File: src/rtl/f8_sram_pkg.sv
// Shared constants and types for the serial SRAM arbiter/sequencer.
// Command bytes, FSM state encoding and per-phase sck counts.
package f8_sram_pkg;

    localparam logic [7:0] CMD_WRITE = 8'h02;
    localparam logic [7:0] CMD_READ  = 8'h03;
    localparam logic [7:0] CMD_EDIO  = 8'h3B;

    localparam int unsigned SCK_W = 5;

    localparam logic [SCK_W-1:0] SCK_CMD   = 5'd4;
    localparam logic [SCK_W-1:0] SCK_ADDR  = 5'd12;
    localparam logic [SCK_W-1:0] SCK_DUMMY = 5'd4;
    localparam logic [SCK_W-1:0] SCK_DATA  = 5'd4;
    localparam logic [SCK_W-1:0] SCK_EDIO  = 5'd8;

    typedef enum logic [2:0] {
        StInit,
        StIdle,
        StCmd,
        StAddr,
        StDummy,
        StData,
        StDone
    } state_e;

    // Sub-steps of the power-up EDIO sequence.
    typedef enum logic [1:0] {
        InitStart,
        InitShift,
        InitGap0,
        InitGap1
    } init_step_e;

endpackage

File: src/rtl/sram_sdi_shift.sv
// 32-bit shift register with sck phase and pulse counter for the serial SRAM.
// Shifts 1 or 2 bits per sck pulse, MSB first; samples d_i at the end of each sck-high phase.
module sram_sdi_shift
    import f8_sram_pkg::*;
(
    input  logic             clk,
    input  logic             rst_n,
    input  logic             load,
    input  logic             wide,
    input  logic             drive,
    input  logic [31:0]      load_data,
    input  logic [SCK_W-1:0] load_sck,
    input  logic [1:0]       d_i,
    output logic [7:0]       rx_byte,
    output logic             sck,
    output logic [1:0]       d_o,
    output logic             done
);

    logic [31:0]      sh_q, sh_d;
    logic [SCK_W-1:0] cnt_q, cnt_d;
    logic             phase_q, phase_d;
    logic             active_q, active_d;
    logic             wide_q, wide_d;
    logic             drive_q, drive_d;

    always_ff @(posedge clk or negedge rst_n) begin
        if (!rst_n) begin
            sh_q     <= '0;
            cnt_q    <= '0;
            phase_q  <= 1'b0;
            active_q <= 1'b0;
            wide_q   <= 1'b0;
            drive_q  <= 1'b0;
        end else begin
            sh_q     <= sh_d;
            cnt_q    <= cnt_d;
            phase_q  <= phase_d;
            active_q <= active_d;
            wide_q   <= wide_d;
            drive_q  <= drive_d;
        end
    end

    // Last sck-high phase of the segment; a load in this cycle continues sck seamlessly.
    assign done = active_q && phase_q && (cnt_q == SCK_W'(1));

    always_comb begin
        sh_d     = sh_q;
        cnt_d    = cnt_q;
        phase_d  = phase_q;
        active_d = active_q;
        wide_d   = wide_q;
        drive_d  = drive_q;
        if (active_q) begin
            phase_d = ~phase_q;
            if (phase_q) begin
                sh_d  = wide_q ? {sh_q[29:0], d_i} : {sh_q[30:0], d_i[1]};
                cnt_d = cnt_q - SCK_W'(1);
                if (cnt_q == SCK_W'(1)) begin
                    active_d = 1'b0;
                    drive_d  = 1'b0;
                end
            end
        end
        if (load) begin
            sh_d     = load_data;
            cnt_d    = load_sck;
            phase_d  = 1'b0;
            active_d = 1'b1;
            wide_d   = wide;
            drive_d  = drive;
        end
    end

    assign sck     = phase_q;
    assign d_o     = drive_q ? (wide_q ? sh_q[31:30] : {1'b0, sh_q[31]}) : 2'b00;
    // Byte completed by the sample taken at the current edge.
    assign rx_byte = {sh_q[5:0], d_i};

endmodule

File: src/rtl/sram_sdi_arb.sv
// Two-port round-robin arbiter and SDI sequencer for a serial SRAM.
// Switches the part to SDI mode after reset, then runs single-byte read/write transactions.
module sram_sdi_arb
    import f8_sram_pkg::*;
#(
    parameter int unsigned ADDR_W   = 19,
    parameter bit          INIT_SDI = 1'b1
) (
    input  logic              clk,
    input  logic              rst_n,
    input  logic [1:0]        req,
    input  logic [1:0]        we,
    input  logic [ADDR_W-1:0] addr0,
    input  logic [ADDR_W-1:0] addr1,
    input  logic [7:0]        wdata0,
    input  logic [7:0]        wdata1,
    output logic [1:0]        ack,
    output logic [7:0]        rdata,
    output logic              busy,
    output logic              init_done,
    output logic              sram_cs_n,
    output logic              sram_sck,
    output logic [1:0]        d_o,
    output logic [1:0]        d_oe,
    input  logic [1:0]        d_i
);

    state_e            state_q, state_d;
    init_step_e        init_step_q, init_step_d;
    logic              init_done_q, init_done_d;
    logic              rr_q, rr_d;
    logic              gnt_q, gnt_d;
    logic              we_q, we_d;
    logic [ADDR_W-1:0] addr_q, addr_d;
    logic [7:0]        wdata_q, wdata_d;
    logic [7:0]        rdata_q, rdata_d;
    logic              cs_n_q, cs_n_d;
    logic [1:0]        d_oe_q, d_oe_d;

    logic              sh_load, sh_wide, sh_drive, sh_done;
    logic [31:0]       sh_data;
    logic [SCK_W-1:0]  sh_sck;
    logic [7:0]        rx_byte;
    logic              gnt_sel;

    sram_sdi_shift u_shift (
        .clk       (clk),
        .rst_n     (rst_n),
        .load      (sh_load),
        .wide      (sh_wide),
        .drive     (sh_drive),
        .load_data (sh_data),
        .load_sck  (sh_sck),
        .d_i       (d_i),
        .rx_byte   (rx_byte),
        .sck       (sram_sck),
        .d_o       (d_o),
        .done      (sh_done)
    );

    always_ff @(posedge clk or negedge rst_n) begin
        if (!rst_n) begin
            state_q     <= StInit;
            init_step_q <= InitStart;
            init_done_q <= 1'b0;
            rr_q        <= 1'b0;
            gnt_q       <= 1'b0;
            we_q        <= 1'b0;
            addr_q      <= '0;
            wdata_q     <= '0;
            rdata_q     <= '0;
            cs_n_q      <= 1'b1;
            d_oe_q      <= 2'b00;
        end else begin
            state_q     <= state_d;
            init_step_q <= init_step_d;
            init_done_q <= init_done_d;
            rr_q        <= rr_d;
            gnt_q       <= gnt_d;
            we_q        <= we_d;
            addr_q      <= addr_d;
            wdata_q     <= wdata_d;
            rdata_q     <= rdata_d;
            cs_n_q      <= cs_n_d;
            d_oe_q      <= d_oe_d;
        end
    end

    // Contended requests go to the rr pointer; a lone request wins outright.
    assign gnt_sel = (req == 2'b11) ? rr_q : req[1];

    always_comb begin
        state_d     = state_q;
        init_step_d = init_step_q;
        init_done_d = init_done_q;
        rr_d        = rr_q;
        gnt_d       = gnt_q;
        we_d        = we_q;
        addr_d      = addr_q;
        wdata_d     = wdata_q;
        rdata_d     = rdata_q;
        cs_n_d      = cs_n_q;
        d_oe_d      = d_oe_q;
        sh_load     = 1'b0;
        sh_wide     = 1'b1;
        sh_drive    = 1'b1;
        sh_data     = '0;
        sh_sck      = '0;

        unique case (state_q)
            StInit: begin
                unique case (init_step_q)
                    InitStart: begin
                        if (INIT_SDI) begin
                            sh_load     = 1'b1;
                            sh_wide     = 1'b0;
                            sh_data     = {CMD_EDIO, 24'h0};
                            sh_sck      = SCK_EDIO;
                            cs_n_d      = 1'b0;
                            d_oe_d      = 2'b01;
                            init_step_d = InitShift;
                        end else begin
                            state_d     = StIdle;
                            init_done_d = 1'b1;
                        end
                    end
                    InitShift: begin
                        if (sh_done) begin
                            cs_n_d      = 1'b1;
                            d_oe_d      = 2'b00;
                            init_step_d = InitGap0;
                        end
                    end
                    InitGap0: init_step_d = InitGap1;
                    InitGap1: begin
                        state_d     = StIdle;
                        init_done_d = 1'b1;
                    end
                    default: init_step_d = InitStart;
                endcase
            end
            StIdle: begin
                if ((|req) && init_done_q) begin
                    gnt_d    = gnt_sel;
                    rr_d     = ~gnt_sel;
                    we_d     = gnt_sel ? we[1] : we[0];
                    addr_d   = gnt_sel ? addr1 : addr0;
                    wdata_d  = gnt_sel ? wdata1 : wdata0;
                    sh_load  = 1'b1;
                    sh_data  = {(we_d ? CMD_WRITE : CMD_READ), 24'h0};
                    sh_sck   = SCK_CMD;
                    cs_n_d   = 1'b0;
                    d_oe_d   = 2'b11;
                    state_d  = StCmd;
                end
            end
            StCmd: begin
                if (sh_done) begin
                    sh_load = 1'b1;
                    sh_data = {24'(addr_q), 8'h0};
                    sh_sck  = SCK_ADDR;
                    state_d = StAddr;
                end
            end
            StAddr: begin
                if (sh_done) begin
                    sh_load = 1'b1;
                    if (we_q) begin
                        sh_data = {wdata_q, 24'h0};
                        sh_sck  = SCK_DATA;
                        state_d = StData;
                    end else begin
                        // Release the bus for the turnaround before the SRAM drives data.
                        sh_drive = 1'b0;
                        sh_sck   = SCK_DUMMY;
                        d_oe_d   = 2'b00;
                        state_d  = StDummy;
                    end
                end
            end
            StDummy: begin
                if (sh_done) begin
                    sh_load  = 1'b1;
                    sh_drive = 1'b0;
                    sh_sck   = SCK_DATA;
                    state_d  = StData;
                end
            end
            StData: begin
                if (sh_done) begin
                    if (!we_q) begin
                        rdata_d = rx_byte;
                    end
                    cs_n_d  = 1'b1;
                    d_oe_d  = 2'b00;
                    state_d = StDone;
                end
            end
            StDone: state_d = StIdle;
            default: state_d = StInit;
        endcase
    end

    assign ack       = (state_q == StDone) ? (gnt_q ? 2'b10 : 2'b01) : 2'b00;
    assign rdata     = rdata_q;
    assign busy      = (state_q != StIdle) || (|req);
    assign init_done = init_done_q;
    assign sram_cs_n = cs_n_q;
    assign d_oe      = d_oe_q;

endmodule

File: config.mk
export PLATFORM = sky130hd
export DESIGN_NAME = sram_sdi_arb
export DESIGN_NICKNAME = d
export VERILOG_FILES = /design/src/rtl/f8_sram_pkg.sv /design/src/rtl/sram_sdi_shift.sv /design/src/rtl/sram_sdi_arb.sv
export SDC_FILE = /design/constraint.sdc
export NUM_CORES = 1
export LEC_CHECK = 0
export CAP_MARGIN = 15
export CORE_ASPECT_RATIO = 1.1
export CORE_MARGIN = 3
export CORE_UTILIZATION = 54
export DETAILED_ROUTE_END_ITERATION = 7
export PLACE_DENSITY = 0.8
export SLEW_MARGIN = 10
export SYNTH_ARGS = -nofsm -noshare
export SYNTH_HDL_FRONTEND = slang
export SYNTH_HIERARCHICAL = 1
export SYNTH_SLANG_ARGS = --single-unit
File: constraint.sdc
create_clock -name clk -period 3.5 [get_ports clk]
set_clock_uncertainty 0.05 [all_clocks]
set_input_delay 0.7 -clock clk [delete_from_list [all_inputs] [get_ports clk]]
set_output_delay 0.7 -clock clk [all_outputs]
set_load 0.005 [all_outputs]
# Yosys cells after proc, flatten, opt, wreduce, memory -nomap -nowiden
# Index checks and enable logic that the tools add are counted.
[classes]
add_sub_neg = 1
eq_ne = 21
mux = 67
bitwise_logic = 3
n_reduce_logical = 24
[ops]
columns = ["operator", "n"]
rows = [
  ["$mux W32", 6],
  ["$pmux W32 S4", 1],
  ["$mux W30", 1],
  ["$mux W27", 1],
  ["$mux W26", 1],
  ["$mux W1", 24],
  ["$mux W3", 8],
  ["$pmux W3 S7", 1],
  ["$mux W19", 1],
  ["$mux W2", 9],
  ["$pmux W4 S4", 1],
  ["$mux W5", 3],
  ["$ne A2 B2 Y1 const B", 7],
  ["$reduce_and A3 Y1", 4],
  ["$eq A3 B3 Y1 const B", 3],
  ["$mux W4", 2],
  ["$mux W8", 1],
  ["$pmux W2 S4", 1],
  ["$eq A2 B2 Y1 const B", 3],
  ["$eq A3 B2 Y1 const B", 2],
  ["$ne A3 B1 Y1 const B", 2],
  ["$pmux W1 S3", 2],
  ["$pmux W2 S3", 1],
  ["$reduce_and A2 Y1", 3],
  ["other kinds (19)", 28],
]
[word_totals]
reg_bits = 88
in_bits = 62
output_inout_bits = 18
word_cells = 133

# Longest topological paths before layout
[logic_depth]
ltp_word = 7
mapped_depth = 12
ltp_nobuf = 10

# Modules after synthesis
# Netlist, hierarchy kept.
[by_module_without_submodules]
columns = ["module", "instances", "cells_per_inst", "area_each_um2", "seq_area_each_um2"]
rows = [
  ["sram_sdi_arb", 1, 269, 2572.5, 1177.4],
  ["sram_sdi_shift", 1, 272, 2562.5, 1026.0],
]

# Least setup slack after synthesis
# Ideal clock, no wire load.
[synth_path]
kind = "register -> register"
from = "register u_shift.phase_q, in the netlist u_shift/sck"
to = "register u_shift.active_q"
setup_time_ns = 0.119
arrival_time_ns = 2.306
t_required_ns = 3.331
slack_ns = 1.026
path_stages_with_launch = 11
n_path_buf = 5
period_less_slack_ns = 2.474
path_cell_list = "dfrtp_1 and2_1 buf_6 and2_2 buf_2 a22o_1 a221o_1 buf_4 buf_2 buf_2 a21o_2"
[synth_via]
elab_chain_len = 5
elab_cells_between_ends = 7
classes_between = "5 x mux; 2 x reduce/logical"
[synth_lines]
columns = ["item", "line_no", "text"]
rows = [
  ["from (decl)", "sram_sdi_shift.sv:22", "logic phase_q, phase_d;"],
  ["from (signal assigned)", "sram_sdi_shift.sv:38", "phase_q <= phase_d;"],
  ["$logic_and A1 B1 Y1 (2 in a row)", "sram_sdi_shift.sv:46", "assign done = active_q && phase_q && (cnt_q == SCK_W'(1));"],
  ["named net sh_done", "sram_sdi_arb.sv:40", "logic sh_load, sh_wide, sh_drive, sh_done;"],
  ["$mux W1", "sram_sdi_arb.sv:158, sram_sdi_arb.sv:166, sram_sdi_arb.sv:182", ""],
  ["$pmux W1 S3", "sram_sdi_arb.sv:110", "unique case (state_q)"],
  ["named net sh_load", "sram_sdi_arb.sv:40", ""],
  ["$mux W1", "sram_sdi_shift.sv:66", "if (load) begin"],
  ["named net u_shift.active_d", "sram_sdi_shift.sv:23", "logic active_q, active_d;"],
  ["to (signal assigned)", "sram_sdi_shift.sv:39", "active_q <= active_d;"],
  ["to (decl)", "sram_sdi_shift.sv:23", ""],
]
# The timed path passes the listed nets, and every way through them passes these cells.
# A chain may end at the register's enable or synchronous reset.

# Worst setup path after layout
[layout_path]
from = "input port req[1]"
to = "output port busy"
[layout_via]
elab_chain_len = 2
[layout_lines]
columns = ["item", "line_no", "text"]
rows = [
  ["from (decl)", "sram_sdi_arb.sv:11", "input logic [1:0] req,"],
  ["$reduce_or A2 Y1", "sram_sdi_arb.sv:206", "assign busy = (state_q != StIdle) || (|req);"],
  ["$logic_or A1 B1 Y1", "sram_sdi_arb.sv:206", ""],
  ["to (decl)", "sram_sdi_arb.sv:19", "output logic busy,"],
]
# Every way passes these cells.

==> results.toml <==
[min_path]
holdCritPathClass = "in -> async"

[layout]
multi_input_area_um2 = 2520
area_growth_pct = 17.2
antenna_cells = 0
regArea_um2 = 2200
drive_gt1_share_pct = 8.72
mostFrequentLayoutCell = "dfrtp_1"
design_area_um2 = 6020
fin_nets = 671
fill_cells = 706
post-route-util_pct = 66.5
layout_common_cells = "dfrtp_1, nand2_1, clkdlybuf4s50_1"

[synth]
synth_cell_type_count = 54
synth-main-ff-cell = "dfrtp_1"
synth_edf_count = 0
yosysWarningCount = 6
synth_top_area_cell = "dfrtp_1"
ys_ff_latch = 88
seq_area_frac_synth_pct = 42.9
synthTopCellsByArea = "dfrtp_1, nand2_1, mux2i_1"
synth_top_area_share_pct = 42.4
syn_area_um2 = 5130
synthCells = 541
synth-async-reset-ratio_pct = 100
synth.avg_cell_area_um2 = 9.49

[clock_network]
clockRootBuffer = "clkbuf_8"
cts_resized = 0
post_cts_buffers = 0
clk_pin_slew_ns = 0.08
htreeDepth = 3
clock_latency_ns = 0.36
tritoncts = "built"
postCtsHoldBufs = 0
clk_path_buf_depth = 2
clock_sinks = 88
numCtsBuffers = 9

[worst_setup_path]
crit_required_ns = 2.75
cp-start-kind = "input pin"
critical_path_class = "in -> out"
cp-end-kind = "output pin"
reg2reg_slack_ns = 0.83
critPathArrivalTime_ns = 2.19
startpoint = "req[1]"
r2r_cells = 7
cp_max_fo = 3
rr_endpoint = "u_shift/sh_q[20]$_DFFE_PN0P_"
r2r_start = "u_shift/cnt_q[0]$_DFFE_PN0P_"

[die]
io_pins = 80
rows = 36
die_h_um = 108
start_util_pct = 56.7
core_area_um2 = 9050
dieArea_um2 = 10700
fp.dieW_um = 99.0

[sta]
period_share_pct = 84.0
hold_ws_ns = 0.357
tns_ns = 0
hold_violations = 0
slew_violations = 0
finalSetupViolations = 0
worstMarginPinSlew_ns = 0.828
finalCriticalPeriod_ns = 2.94
grt_setup_unrepaired = "false"
timing.slew.headroom_pct = 44.8
fmax_mhz = 340

[placed_design]
gp_congestion = 0.842
place_area_um2 = 5770
dp_hpwl_mm = 7.14
portBuffers = 79

[global_route]
grt_max_degree = 67
met3_usage_pct = 3.61
antenna_found_initial = 0
grt-ovfl-total = 0
top_usage_layer = "met2"
gr-usage-met2_pct = 30.7
grt.total_usage_pct = 19.9
grt_pass1_vias = 3790
grt_pass1_wl_mm = 17.6
grt_use_met1_pct = 28.6

[drt]
dr.pass1.iters = 4
wl_mm = 10.2
vias_per_cell = 5.47
vias = 3946
drc = 0
drt_iter0_drc = 218
ant_nets = 0
wl_per_cell_um = 14.1

[power]
vdd_drop_max_uv = 317
p_per_area_nw_per_um2 = 741
leakage_nw = 2.60

[job]
cap_violations = 0

[run_status]
status = "finished clean"
synth_stat cells (2+ instances only):
library cell	count
nand3_1	2
o21ai_1	21
a211oi_1	32
nor2_1	46
nor3_1	6
and2b_2	4
ha_1	6
clkbuf_1	6
nor3_2	2
buf_6	6
buf_4	13
inv_1	11
mux2_2	11
nand2b_1	5
mux2i_1	30
o21ai_0	20
nor2b_1	25
nand2_1	81
dfrtp_1	87
clkbuf_8	8
a221o_1	2
and2b_1	11
o31ai_1	31
a21oi_1	9
a22o_1	2
xnor2_1	2
buf_12	3
and2_1	19
o22ai_1	2
o31a_1	4
buf_2	8
and3_1	4
cell families after synthesis:
family / share of synthesized area [%]
flip-flops: 42.9
other: 0.0730
adder cells (fa/ha/maj): 1.46
multiplexers: 8.26
AND/OR/NAND/NOR: 20.7
XOR/XNOR: 0.512
buffers and inverters: 8.89
AO/OA/AOI/OAI: 17.2
routing by layer:
metal | up-vias | share of wire [%]
met3 | 8 | 5.4
met4 | 0 | 1.0
met2 | 120 | 46
met1 | 1832 | 47
met5 | - | 0
li1 | 1986 | -
worst max-delay path, stage by stage:
cell and delay, ns:
clkdlybuf4s50_1 0.48, or4_1 0.54, clkdlybuf4s50_1 0.47
final cells by class:
type / instances / area share (%)
Clock buffer: 10 / 2.12
Tap cell: 114 / 2.37
Inverter: 11 / 0.686
Sequential cell: 88 / 36.6
Multi-Input combinational cell: 406 / 42.0
Clock inverter: 6 / 1.79
Timing Repair Buffer: 87 / 14.4
report_power, final:
part	leakage (nW)	internal, W	switching [W]
Combinational	1.43	0.000847	0.000908
Sequential	1.06	0.00149	0.000380
Clock	0.116	0.000472	0.000360
how the worst max path moves through the flow:
stage | end | depth (start not counted)
finish | busy | 3
global route | u_shift/sh_q[22]$_DFFE_PN0P_ | 7
CTS | busy | 3
detailed placement | u_shift/sh_q[20]$_DFFE_PN0P_ | 7
global placement | u_shift/sh_q[13]$_DFFE_PN0P_ | 6
floorplan | u_shift/active_q$_DFF_PN0_ | 10
per-stage QoR:
| step | setup WS [ns] | instances | total power [W] |
|---|---|---|---|
| 2_1_floorplan | 1.03 | 551 | 0.00335 |
| 3_3_place_gp | 0.404 | 705 | 0.00352 |
| 3_5_place_dp | 0.269 | 705 | 0.00363 |
| 4_1_cts | 0.542 | 721 | 0.00446 |
| 5_1_grt | 0.400 | 722 | 0.00481 |
| 6_report | 0.561 | 722 | 0.00446 |
sequential cells by signal (all words and copies together) (netlist names):
register and flops:
addr_q 19, d_oe 2, gnt_q 1, init_done 1, init_step_q 2, rdata 8
rr_q 1, sram_cs_n 1, state_q 3, u_shift/active_q 1, u_shift/cnt_q 5, u_shift/drive_q 1
u_shift/sck 1, u_shift/sh_q 32, u_shift/wide_q 1, wdata_q 8, we_q 1
No activity file was read; power rests on OpenSTA's default activity.
==> RTL change 1: new RTL, same settings <==
The package constant `SCK_W` goes from 5 to 4.
--- a/src/rtl/f8_sram_pkg.sv
+++ b/src/rtl/f8_sram_pkg.sv
@@ -6,7 +6,7 @@
     localparam logic [7:0] CMD_READ  = 8'h03;
     localparam logic [7:0] CMD_EDIO  = 8'h3B;
 
-    localparam int unsigned SCK_W = 5;
+    localparam int unsigned SCK_W = 4;
 
     localparam logic [SCK_W-1:0] SCK_CMD   = 5'd4;
     localparam logic [SCK_W-1:0] SCK_ADDR  = 5'd12;
Formal check against the unedited RTL: no difference found for any inputs over 10 cycles, from zero or initial values and one cycle with rst_n low; that may be too few to reach the edited logic, so the function may still have changed.
==> RTL change 1 against the unedited design <==
- sequential cell count decreased by 1
- synthesized area decreased by 1.6%
- power decreased by 3.6%
- die area decreased by 1.5%
- cell area decreased by 1.7%
- setup slack improved by 18 ps
- wire length increased by 0.74%
==> RTL change 1: results (changes against the unedited design) <==
.. list-table::
   :header-rows: 1

   * - Metric
     - Value
   * - Outcome
     - finished, final reports clean
   * - Via count
     - 3982 (+0.91%)
   * - Final layout net count
     - 663 (-1.2%)
   * - Filler-free cell count of the finished design
     - 714 (-1.1%)
   * - Sum of net half-perimeters after detailed placement
     - 7.056 mm (-1.2%)
   * - Sequential area share after synthesis
     - 0.4310 (+0.001954)
   * - Static Leak
     - 2.594 nW (-0.40%)
   * - TritonRoute pass-1 iters
     - 5 (+1)
   * - Fraction of final layout cells sized beyond drive strength 1
     - 0.08000 (-0.007171)
   * - Maximum VDD drop
     - 0.3070 mV (-3.1%)
   * - Tot GR Track Use
     - 0.2003 (+0.001021)
   * - Pin count of the biggest net entering global routing
     - 88 (+31%)
   * - Placed Cells
     - 697 (-1.1%)
   * - Cell variety after synth
     - 51 (-5.6%)
   * - Depth of the most critical reg-to-reg path
     - 9 (+2)
   * - Last weighted congestion value of the routability-driven placer
     - 0.9009 (+7.0%)
   * - 1st-iter DRT viols
     - 260 (+19%)
   * - Area contributors post-synth
     - sky130_fd_sc_hd__dfrtp_1 43%, sky130_fd_sc_hd__mux2i_1 5.9%, sky130_fd_sc_hd__nand2_1 5.9%
   * - Worst reg-to-reg setup slack
     - 870 ps (+40 ps)
   * - Transition time at the pin with the least slew margin
     - 1074 ps (+245.7 ps)
   * - First-pass GRT wire length
     - 17.55 mm (-0.20%)
   * - Wirelength per Cell
     - 14.38 µm (+1.9%)
   * - Cell count after synthesis
     - 535 (-1.1%)
   * - End of the worst register-to-register path
     - u_shift/sh_q[15]
   * - Most instantiated cells after synthesis
     - 86 x sky130_fd_sc_hd__dfrtp_1, 80 x sky130_fd_sc_hd__nand2_1, 46 x sky130_fd_sc_hd__nor2_1
   * - Number of global-route vias before repair
     - 3793 (+0.079%)
   * - CP arrival
     - 2170 ps (-20 ps)
   * - Startpoint of the most critical register-to-register path
     - u_shift/cnt_q[1]
   * - CTS Buf Count
     - 9 (unchanged)
   * - Largest registers
     - u_shift/sh_q: 32 flops, addr_q: 19 flops
   * - Fill cell instance count of the final layout
     - 734 (+4.0%)
## RTL change 1: changes by cell type after synthesis, moves of 2 or more
cell,before,now
sky130_fd_sc_hd__dlygate4sd1_1,0,2
sky130_fd_sc_hd__nor2b_1,25,22
sky130_fd_sc_hd__o31a_1,4,2
sky130_fd_sc_hd__and2b_1,11,13
## RTL change 1: stage by stage
| step | instance area, µm² | utilization | setup WS [ps] | power [mW] | hold WS [ps] |
|---|---|---|---|---|---|
| 3_5_place_dp | 5687 | 0.6313 | 293.7 | 3.611 | 420.0 |
| 6_report | 5912 | 0.6563 | 579.0 | 4.301 | 271.5 |
| 3_3_place_gp | 5687 | 0.6313 | 479.2 | 3.507 | 408.9 |
| 4_1_cts | 5884 | 0.6532 | 573.9 | 4.329 | 440.1 |
| 5_1_grt | 5912 | 0.6563 | 397.3 | 4.644 | 295.4 |
| 2_1_floorplan | 5087 | - | 1032 | 3.331 | 354.4 |
## RTL change 1: layer usage
| metal | wire (µm) | vias up | track usage |
|---|---|---|---|
| li1 | - | 1957 | - |
| met1 | 4634 | 1897 | 0.2670 |
| met5 | 0 | - | 0 |
| met4 | 107 | 0 | 0.06244 |
| met2 | 4984 | 119 | 0.3337 |
| met3 | 542 | 9 | 0.03694 |
## RTL change 1: final cells by class
type                    instances  share of cell area
well taps                     114             0.02413
flip-flops and latches         87              0.3685
repair buffers                 85              0.1465
clock buffers                  11             0.02392
multi-input cells             400              0.4199
clock inverters                 5            0.009524
inverters                      12            0.007619
## RTL change 1: kinds of logic after synthesis
| kind of cell | share of synthesized area |
|---|---|
| xor+xnor | 0.005200 |
| other cells | 0.0007420 |
| mux | 0.08393 |
| compound gates | 0.1691 |
| flops | 0.4310 |
| buf+inv | 0.08690 |
| fa+ha+maj | 0.01485 |
| simple gates | 0.2082 |
## RTL change 1: worst max path at each step
stage                       end  slack [ps]  cells past startpoint
3_5_place_dp   u_shift/sh_q[20]         290                      7
5_1_grt        u_shift/sh_q[15]         400                      7
4_1_cts                    busy         570                      3
6_report                   busy         580                      3
2_1_floorplan  u_shift/sh_q[10]        1030                     10
3_3_place_gp   u_shift/cnt_q[2]         480                      6
## RTL change 1: report_power, final
part / switching [mW] / internal (mW) / leakage (nW)
Combinational: 0.903 / 0.838 / 1.44
Sequential: 0.396 / 1.46 / 1.05
Clock: 0.355 / 0.350 / 0.0997
## RTL change 1: worst max-delay path: stages
cell and delay, ps:
sky130_fd_sc_hd__clkdlybuf4s50_1 480, sky130_fd_sc_hd__or4_1 530, sky130_fd_sc_hd__clkdlybuf4s50_1 460
==> RTL change 2: new RTL, same flow settings <==
Made on the original files. The 7 states of `state_e` get a one-hot encoding in 7 bits.
--- a/src/rtl/f8_sram_pkg.sv
+++ b/src/rtl/f8_sram_pkg.sv
@@ -14,14 +14,14 @@
     localparam logic [SCK_W-1:0] SCK_DATA  = 5'd4;
     localparam logic [SCK_W-1:0] SCK_EDIO  = 5'd8;
 
-    typedef enum logic [2:0] {
-        StInit,
-        StIdle,
-        StCmd,
-        StAddr,
-        StDummy,
-        StData,
-        StDone
+    typedef enum logic [6:0] {
+        StInit  = 7'b0000001,
+        StIdle  = 7'b0000010,
+        StCmd   = 7'b0000100,
+        StAddr  = 7'b0001000,
+        StDummy = 7'b0010000,
+        StData  = 7'b0100000,
+        StDone  = 7'b1000000
     } state_e;
 
     // Sub-steps of the power-up EDIO sequence.
Formal check against the unedited RTL: no difference found for any inputs over 10 cycles, from zero or initial values and one cycle with rst_n low; not proved beyond that.
==> RTL change 2 against the unedited design <==
- cell area is 5.9% higher
- setup slack got worse by 350 ps
- non-clock buffer count is 7 higher
- synthesized area rose by 7.4%
- wire length increased by 7.6%
- sequential cell count is 4 higher
- power is 5.3% higher
- largest cell class unchanged
- largest power group is now combinational logic
- highest routed layer unchanged
==> RTL change 2: results (changes against the unedited design) <==
.. list-table::
   :header-rows: 1

   * - Metric
     - Value
   * - First-pass GRT wire length
     - 18.87 mm (+7.3%)
   * - Placed Cells
     - 745 (+5.7%)
   * - Fill cell instance count of the final layout
     - 824 (+17%)
   * - Share of total power in combinational logic
     - 0.448 (+0.054)
   * - Cell variety after synth
     - 58 (+7.4%)
   * - Outcome
     - finished, final reports clean
   * - Most instantiated cells after synthesis
     - 90 x sky130_fd_sc_hd__dfrtp_1, 86 x sky130_fd_sc_hd__nand2_1, 48 x sky130_fd_sc_hd__nor2_1
   * - Worst hold slack
     - 361.9 ps (+5.341 ps)
   * - Mean Syn Cell Area
     - 9.544 µm² (+0.55%)
   * - Pin count of the biggest net entering global routing
     - 66 (-1.5%)
   * - 1st-iter DRT viols
     - 297 (+36%)
   * - Sequential area share after synthesis
     - 0.4178 (-0.01131)
   * - Fraction of final layout cells sized beyond drive strength 1
     - 0.1238 (+0.03667)
   * - Launching element of the worst setup path
     - state_q[4]
   * - Clk network pwr share
     - 0.156 (-0.030)
   * - Arithmetic-cell share of the synthesized area counting full adders, half adders and majority gates
     - 0.01361 (-0.001011)
   * - CP arrival
     - 2540 ps (+350 ps)
   * - CP max stage cell
     - sky130_fd_sc_hd__or4_4
   * - Tot GR Track Use
     - 0.2008 (+0.001545)
   * - Drt total wl
     - 10.97 mm (+7.6%)
   * - Resize count post-CTS
     - 2 (+2)
   * - Placed cell area
     - 6125 µm² (+6.2%)
   * - Number of global-route vias before repair
     - 4108 (+8.4%)
   * - Multiplexer share of the synthesized area
     - 0.07848 (-0.004126)
   * - Ratio of routed vias to standard cells
     - 5.534 (+1.3%)
   * - Largest delay contributor family on the critical path
     - simple AND/OR/NAND/NOR gates
   * - Internal power
     - 2.836 mW (+0.85%)
-- RTL change 2: changes by cell type in the layout (fill, tap and decap cells not counted), sizes merged, moves of 3 or more --
cell / change
nand2: +5
a21o: +3
o32ai: +3
o21a: +3
or3: +5
o21ai: +3
nor2b: -4
nor3: -3
buf: +7
dfrtp: +3
nand3: +6
-- RTL change 2: stage by stage --
step           setup slack [ps]  utilization
6_report                  206.2       0.6414
5_1_grt                   117.3       0.6414
4_1_cts                   11.42       0.6385
3_5_place_dp              346.2       0.6163
3_3_place_gp              393.3       0.6163
2_1_floorplan             579.6            -
-- RTL change 2: layout make-up --
cell class	instances	share of cell area
multi-input cells	432	0.4317
clock inverters	4	0.007460
flip-flops and latches	92	0.3626
clock buffers	12	0.02434
inverters	12	0.007067
well taps	120	0.02356
repair buffers	94	0.1433
-- RTL change 2: routing by layer --
layer  wire (µm)  global-route usage  up-vias
met1        5294              0.2971     1964
met3         523             0.04010       19
met4         187             0.06999        0
li1            -                   -     2124
met2        4959              0.2935      132
met5           0                   0        -
